--- src/rtl/bit_serial_adder.sv ---
// Bit-serial adder: adds two WIDTH-bit operands one bit per cycle, LSB first,
// with a registered carry and valid/ready handshakes on both sides.
module bit_serial_adder #(
  parameter int WIDTH = 8
) (
  input  logic             clk,
  input  logic             reset,
  input  logic             in_valid,
  output logic             in_ready,
  input  logic [WIDTH-1:0] in_a,
  input  logic [WIDTH-1:0] in_b,
  input  logic             in_cin,
  output logic             out_valid,
  input  logic             out_ready,
  output logic [WIDTH-1:0] out_sum,
  output logic             out_cout,
  output logic             busy
);

  localparam int CW = $clog2(WIDTH) + 1;
  localparam logic [CW-1:0] LAST = CW'(WIDTH - 1);

  typedef enum logic [1:0] {IDLE, RUN, DONE} state_t;

  state_t          state;
  logic [WIDTH-1:0] a_sh;
  logic [WIDTH-1:0] b_sh;
  logic [WIDTH-1:0] sum_shift;
  logic            carry;
  logic            s;
  logic            c_next;
  logic [CW-1:0]   cnt;

  assign s      = a_sh[0] ^ b_sh[0] ^ carry;
  assign c_next = (a_sh[0] & b_sh[0]) | (carry & (a_sh[0] ^ b_sh[0]));

  // New sum bit enters at the MSB so that after WIDTH shifts bit 0 sits at the LSB.
  generate
    if (WIDTH == 1) begin : g_one
      assign sum_shift = s;
    end else begin : g_multi
      assign sum_shift = {s, out_sum[WIDTH-1:1]};
    end
  endgenerate

  assign in_ready = (state == IDLE);
  assign busy     = (state != IDLE);

  always_ff @(posedge clk) begin
    if (reset) begin
      state     <= IDLE;
      a_sh      <= '0;
      b_sh      <= '0;
      carry     <= 1'b0;
      cnt       <= '0;
      out_sum   <= '0;
      out_cout  <= 1'b0;
      out_valid <= 1'b0;
    end else begin
      case (state)
        IDLE: begin
          if (in_valid && in_ready) begin
            a_sh  <= in_a;
            b_sh  <= in_b;
            carry <= in_cin;
            cnt   <= '0;
            state <= RUN;
          end
        end
        RUN: begin
          a_sh    <= a_sh >> 1;
          b_sh    <= b_sh >> 1;
          carry   <= c_next;
          out_sum <= sum_shift;
          cnt     <= cnt + CW'(1);
          if (cnt == LAST) begin
            out_cout  <= c_next;
            out_valid <= 1'b1;
            state     <= DONE;
          end
        end
        DONE: begin
          if (out_valid && out_ready) begin
            out_valid <= 1'b0;
            state     <= IDLE;
          end
        end
        default: state <= IDLE;
      endcase
    end
  end

endmodule
--- config.mk ---
export PLATFORM = sky130hd
export DESIGN_NAME = bit_serial_adder
export DESIGN_NICKNAME = d
export VERILOG_FILES = /design/src/rtl/bit_serial_adder.sv
export SDC_FILE = /design/constraint.sdc
export NUM_CORES = 1
export LEC_CHECK = 0
export BUFFER_PORTS_ARGS = -buffer_cell sky130_fd_sc_hd__buf_2
export CAP_MARGIN = 40
export CORE_MARGIN = 8
export CORE_UTILIZATION = 52
export DETAILED_ROUTE_END_ITERATION = 7
export GPL_ROUTABILITY_DRIVEN = 0
export PLACE_DENSITY = 0.76
export SKIP_LAST_GASP = 1
export SYNTH_ARGS = -nofsm -noshare
export SYNTH_HDL_FRONTEND = slang
export SYNTH_SLANG_ARGS = --single-unit
--- constraint.sdc ---
create_clock -name clk -period 1.4 [get_ports clk]
set_input_delay 0.14 -clock clk [delete_from_list [all_inputs] [get_ports clk]]
set_output_delay 0.14 -clock clk [all_outputs]
set_load 0.05 [all_outputs]
==> run metrics, run 1 <==
Worst Skew 0.00559 ns; critical path class reg2out; buffers and inverters on the worst path 1; Layout Cells excl Fill 261; first-pass GRT wire length 6.24 mm; post-synth top area cell dfxtp_1; Synth area leaders dfxtp_1 42%, a21oi_1 12%, o221a_2 11%, nand2_1 5.0%, nor2_1 4.7%; RR Startpoint a_sh[0]; H-tree levels 2; FP Rows 20; cell family with most CP delay flip-flops; Peak VDD IR 0.693 mV; final instance area 1880 µm²; startpoint types flop; DP HPWL 2.53 mm; Reg clk slew, reported paths 0.10 ns; routed vias 1424; # diodes 0; critical-path cell list or2_4 > buf_2; # Max-Cap Violations 0; post-synth cell types 31; Num CTS Buffers 5; chip height 71.2 µm; die area 5070 µm²; cts repair resizes 3; Avg Vias per Cell between 5 and 6; setup bufs post-CTS 0; Period minus WS final 1.35 ns; Post-synth EDFFs 0; clk root buf clkbuf_4; CP Max Fanout 8; ys flop type dfxtp_1; Seq/Total Area, Yosys 41.7%; Slew @ Worst Pin 0.397 ns; CTS tree yes; IO Pins 33; reg2reg end carry; status completed; Longest Clk Path Bufs 2; Hold EP state[1]; Cells after Synth 195; final core occ 63.2%; Residual DRC 0; post-DR wirelength/cell 13.5 µm; Finish-stage setup viols 0; hold_buf cts 0; Max Fclk about 0.74 GHz; Die Wd 71.2 µm; Top Layer Used met4; routed wl met3 approximately 180 µm; nets@finish 250; synthesis-to-finish area growth 18.9%; slowest cell on the critical path dfxtp_4; Syn Nets 218; Port Buffers 32; hold path cells 3; largest net degree at the start of global routing 24; Synth warnings 0; Tcrit/Tclk final 96.2%; FILL cells 274; final slew viol count 0; Leak Pwr a little over 0.8 nW; met2 wire len ~1.6 mm; WP data required 1.26 ns; RSZ-0062 raised after global routing no; Routed WL between 3 and 4 mm; Fin Hold WS ~0.087 ns; total global routing overflow 0; Avg Inst Size Synth 8.12 µm²; Syn Std Cell Area between 1500 and 2000 µm²; clock sink total 33; share of cells above drive strength 1 around 31%; Power Density 1050 nW/µm²; Skew-Pair Late Insertion Delay 0.34 ns; DR pass1 iterations 5; DR iter-0 viols 178; Hold Crit Class in2reg; Final Hold Violating Endpoints 0; asr flop ratio synth 0%; vias in the first global route between 1000 and 1500; Core Box Area 2980 µm²; met1 WL 1.66 mm; Hold Crit Start out_ready; Initial Util 53.2%; Inst Count DP 253; Yosys top cell area share 41.7%; Routed Antenna Nets 0; worst reg2reg path depth 2; TNS Setup 0 ns; reg2reg setup slack 0.19 ns; GRT Total Usage 15.1%; Synth Register Bits 33; critical path endpoint category output port; Critical Path Max Stage Delay 0.39 ns; DP Area 1800 µm²; initial antenna violation count 0; critical path arrival 1.21 ns; Max-slew headroom about three quarters
kinds of logic after synthesis:
kind of cell / after synthesis / share of synthesized area [%]
mux: 1 / 0.632
simple gates: 56 / 16.2
compound gates: 69 / 30.6
fa+ha+maj: 2 / 2.05
flops: 33 / 41.7
buf+inv: 34 / 8.85
synth_stat cells (2+ instances only):
| cell type | n |
|---|---|
| a21oi_1 | 38 |
| buf_2 | 7 |
| clkbuf_1 | 8 |
| dfxtp_1 | 33 |
| inv_1 | 18 |
| nand2_1 | 21 |
| nand3_1 | 3 |
| nor2_1 | 20 |
| nor2b_1 | 4 |
| o221a_2 | 15 |
| o22a_1 | 6 |
| o22ai_1 | 2 |
| or2_2 | 2 |
metal layers:
layer	global-route usage, %	vias to the layer above
met4	7.62	0
met3	4.52	7
li1	-	745
met1	18.4	640
met5	0	-
met2	23.5	32
registers in the layout, indices dropped and copies added (netlist names):
register	cells
b_sh	8
out_sum	8
state	2
out_valid	1
out_cout	1
carry	1
cnt	4
a_sh	8
how the worst max path moves through the flow:
stage | end | cells after the start | startpoint | slack [ns]
6_report | busy | 2 | state[0] | 0.05
5_1_grt | busy | 2 | state[0] | 0.006
4_1_cts | in_ready | 3 | state[1] | 0.008
3_5_place_dp | a_sh[4] | 4 | state[1] | 0.07
3_3_place_gp | b_sh[7] | 4 | state[1] | 0.14
2_1_floorplan | in_ready | 3 | state[0] | 0.09
placed cells by master (no fill, tap or decap), types with 2 or more instances in the layout:
master,instances
nor2_1,20
clkbuf_8,2
nand2_1,21
o22ai_1,2
inv_1,17
o221a_2,15
nand3_1,3
dfxtp_4,2
o22a_1,6
clkbuf_4,5
dfxtp_1,31
nor2b_1,4
a21oi_1,38
buf_4,8
buf_2,31
worst min-delay path, stage by stage:
cell	delay, ns
buf_2	0.09
a211o_1	0.11
a21oi_1	0.06
final cells by class:
type                       count  area (µm²)  area share [%]
inverter                      18        71.3            3.79
clock inverter                 1        5.00           0.266
clock buffer                   7        65.1            3.46
multi-input combinational    128         786            41.7
tap                           33        41.3            2.19
timing repair buffer          41         246            13.1
sequential                    33         668            35.5
report_power, final:
part | switching [mW] | leakage (nW) | internal, mW
clock network | 0.336 | 0.0413 | 0.291
logic | 0.167 | 0.504 | 0.148
registers | 0.0475 | 0.272 | 0.989
total | 0.550 | 0.817 | 1.43
per-stage QoR:
stage / worst slack, ns / total power, mW
finish: 0.0535 / 1.98
global route: 0.00636 / 2.08
CTS: 0.00770 / 1.99
detailed placement: 0.0700 / 1.37
global placement: 0.136 / 1.37
floorplan: 0.0896 / 1.27
Power figures use the tool's default switching activity.
==> inputs of run 2 (changes only) <==
==> constraint.sdc (replaced) <==
create_clock -name clk -period 1.4 [get_ports clk]
set_input_delay 0.07 -clock clk [delete_from_list [all_inputs] [get_ports clk]]
set_output_delay 0.07 -clock clk [all_outputs]
set_load 0.05 [all_outputs]
==> run metrics, run 2 (synthesis results as in run 1) <==
Worst Skew 0.00865 ns; Num CTS Buffers 5; Max-slew headroom 68.0%; vias in the first global route around 1300; final slew viol count 0; DR pass1 iterations 4; Avg Vias per Cell between 5 and 6; Power Density 945 nW/µm²; Max Fclk 0.742 GHz; Longest Clk Path Bufs 2; hold_buf cts 0; TNS Setup 0 ns; footprint of the multi-input gates 786 µm²; WP data required 1.33 ns; total global routing overflow 0; critical path endpoint category output port; GRT Total Usage between 10 and 15%; routed vias ~1500; most common cell after layout, fill and taps aside a21oi_1; initial antenna violation count 0; DP Area around 1800 µm²; Fin Hold WS between 0.03 and 0.04 ns; CTS tree yes; RSZ-0062 raised after global routing no; Routed WL 3.62 mm; Routed Antenna Nets 0; Core Box Area 2980 µm²; Period minus WS final 1.35 ns; nets@finish 255; # diodes 0; largest net degree at the start of global routing 28; Initial Util 53.2%; die area 5070 µm²; pre-CTS setup slack 0.205 ns; Largest regs a_sh x8, b_sh x8, out_sum x8; Tcrit/Tclk final 96.3%; final instance area 1930 µm²; Finish-stage setup viols 0; Leak Pwr 0.840 nW; IO Pins 33; Residual DRC 0; Final Hold Violating Endpoints 0; Design Power 1.82 mW; Reg clk slew, reported paths roughly 0.09 ns; Hold Crit Class in2reg; clk root buf clkbuf_4; commonest cells after routing, fill and taps aside 38 x a21oi_1, 31 x dfxtp_1, 30 x buf_2; sequential cell area roughly 670 µm²; DR iter-0 viols 135; synthesis-to-finish area growth 21.8%; status completed; clock sink total 33; critical path arrival 1.28 ns; FP Rows 20; first-pass GRT wire length 5.91 mm; post-DR wirelength/cell 13.7 µm; DP HPWL roughly 2.5 mm; # Max-Cap Violations 0; startpoint types flop; chip height 71.2 µm; Peak VDD IR 0.657 mV; Port Buffers 32; CP Max Fanout 6; critical path class reg2out; Skew-Pair Late Insertion Delay roughly 0.32 ns; Die Wd slightly above 70 µm; FILL cells between 200 and 300; share of cells above drive strength 1 32.0%; Slew @ Worst Pin just under 0.5 ns; H-tree levels 2; final worst slack about 0.052 ns
-- run 2: worst max-delay path, cell delays in order (launching register included) --
cell	delay, ns
dfxtp_4	0.37
buf_12	0.12
or2_4	0.25
clkinvlp_4	0.07
buf_8	0.13
-- run 2: metrics by stage --
stage               instances  util, %
floorplan                 195        -
global placement          253     60.0
detailed placement        253     60.0
CTS                       260     62.8
global route              264     64.8
finish                    264     64.8
-- run 2: per-layer routing --
metal	share of wire, %	up-vias	GRT usage, %
met3	7.7	5	4.80
met4	0.69	0	4.39
li1	-	749	-
met2	48	47	23.3
met5	0	-	0
met1	44	654	16.4
-- run 2: cell type report --
class	instances	area share, %
clock buffer	5	1.95
clock inverter	1	0.259
inverter	18	3.70
multi-input combinational	128	40.7
sequential	33	34.6
tap	33	2.14
timing repair buffer	46	16.6
-- run 2: power breakdown --
part / switching, mW / total [mW] / internal [mW] / leakage, nW
Combinational: 0.171 / 0.322 / 0.151 / 0.541
Sequential: 0.0452 / 1.03 / 0.989 / 0.272
Clock: 0.293 / 0.467 / 0.174 / 0.0269
Total: 0.510 / 1.82 / 1.31 / 0.840
-- run 2: final timing paths --
| check | slack [ns] | depth (start not counted) | startpoint | end |
|---|---|---|---|---|
| worst max register to register | 0.10 | 5 | state[0] | cnt[3] |
| worst min register to register | 0.46 | 2 | out_sum[0] | out_sum[0] |
| worst min-delay path | 0.04 | 3 | in_b[7] | b_sh[7] |
| worst max-delay path | 0.05 | 4 | state[1] | in_ready |
-- run 2: what timing repair did --
action / 4_1_cts / 5_1_grt
buffers inserted: 1 / 3
setup endpoints to repair: 2 / 1
gates resized for setup: 11 / 3
endpoints found under the hold margin: 0 / 0
gates cloned: 0 / 1
pin swaps: 0 / 1
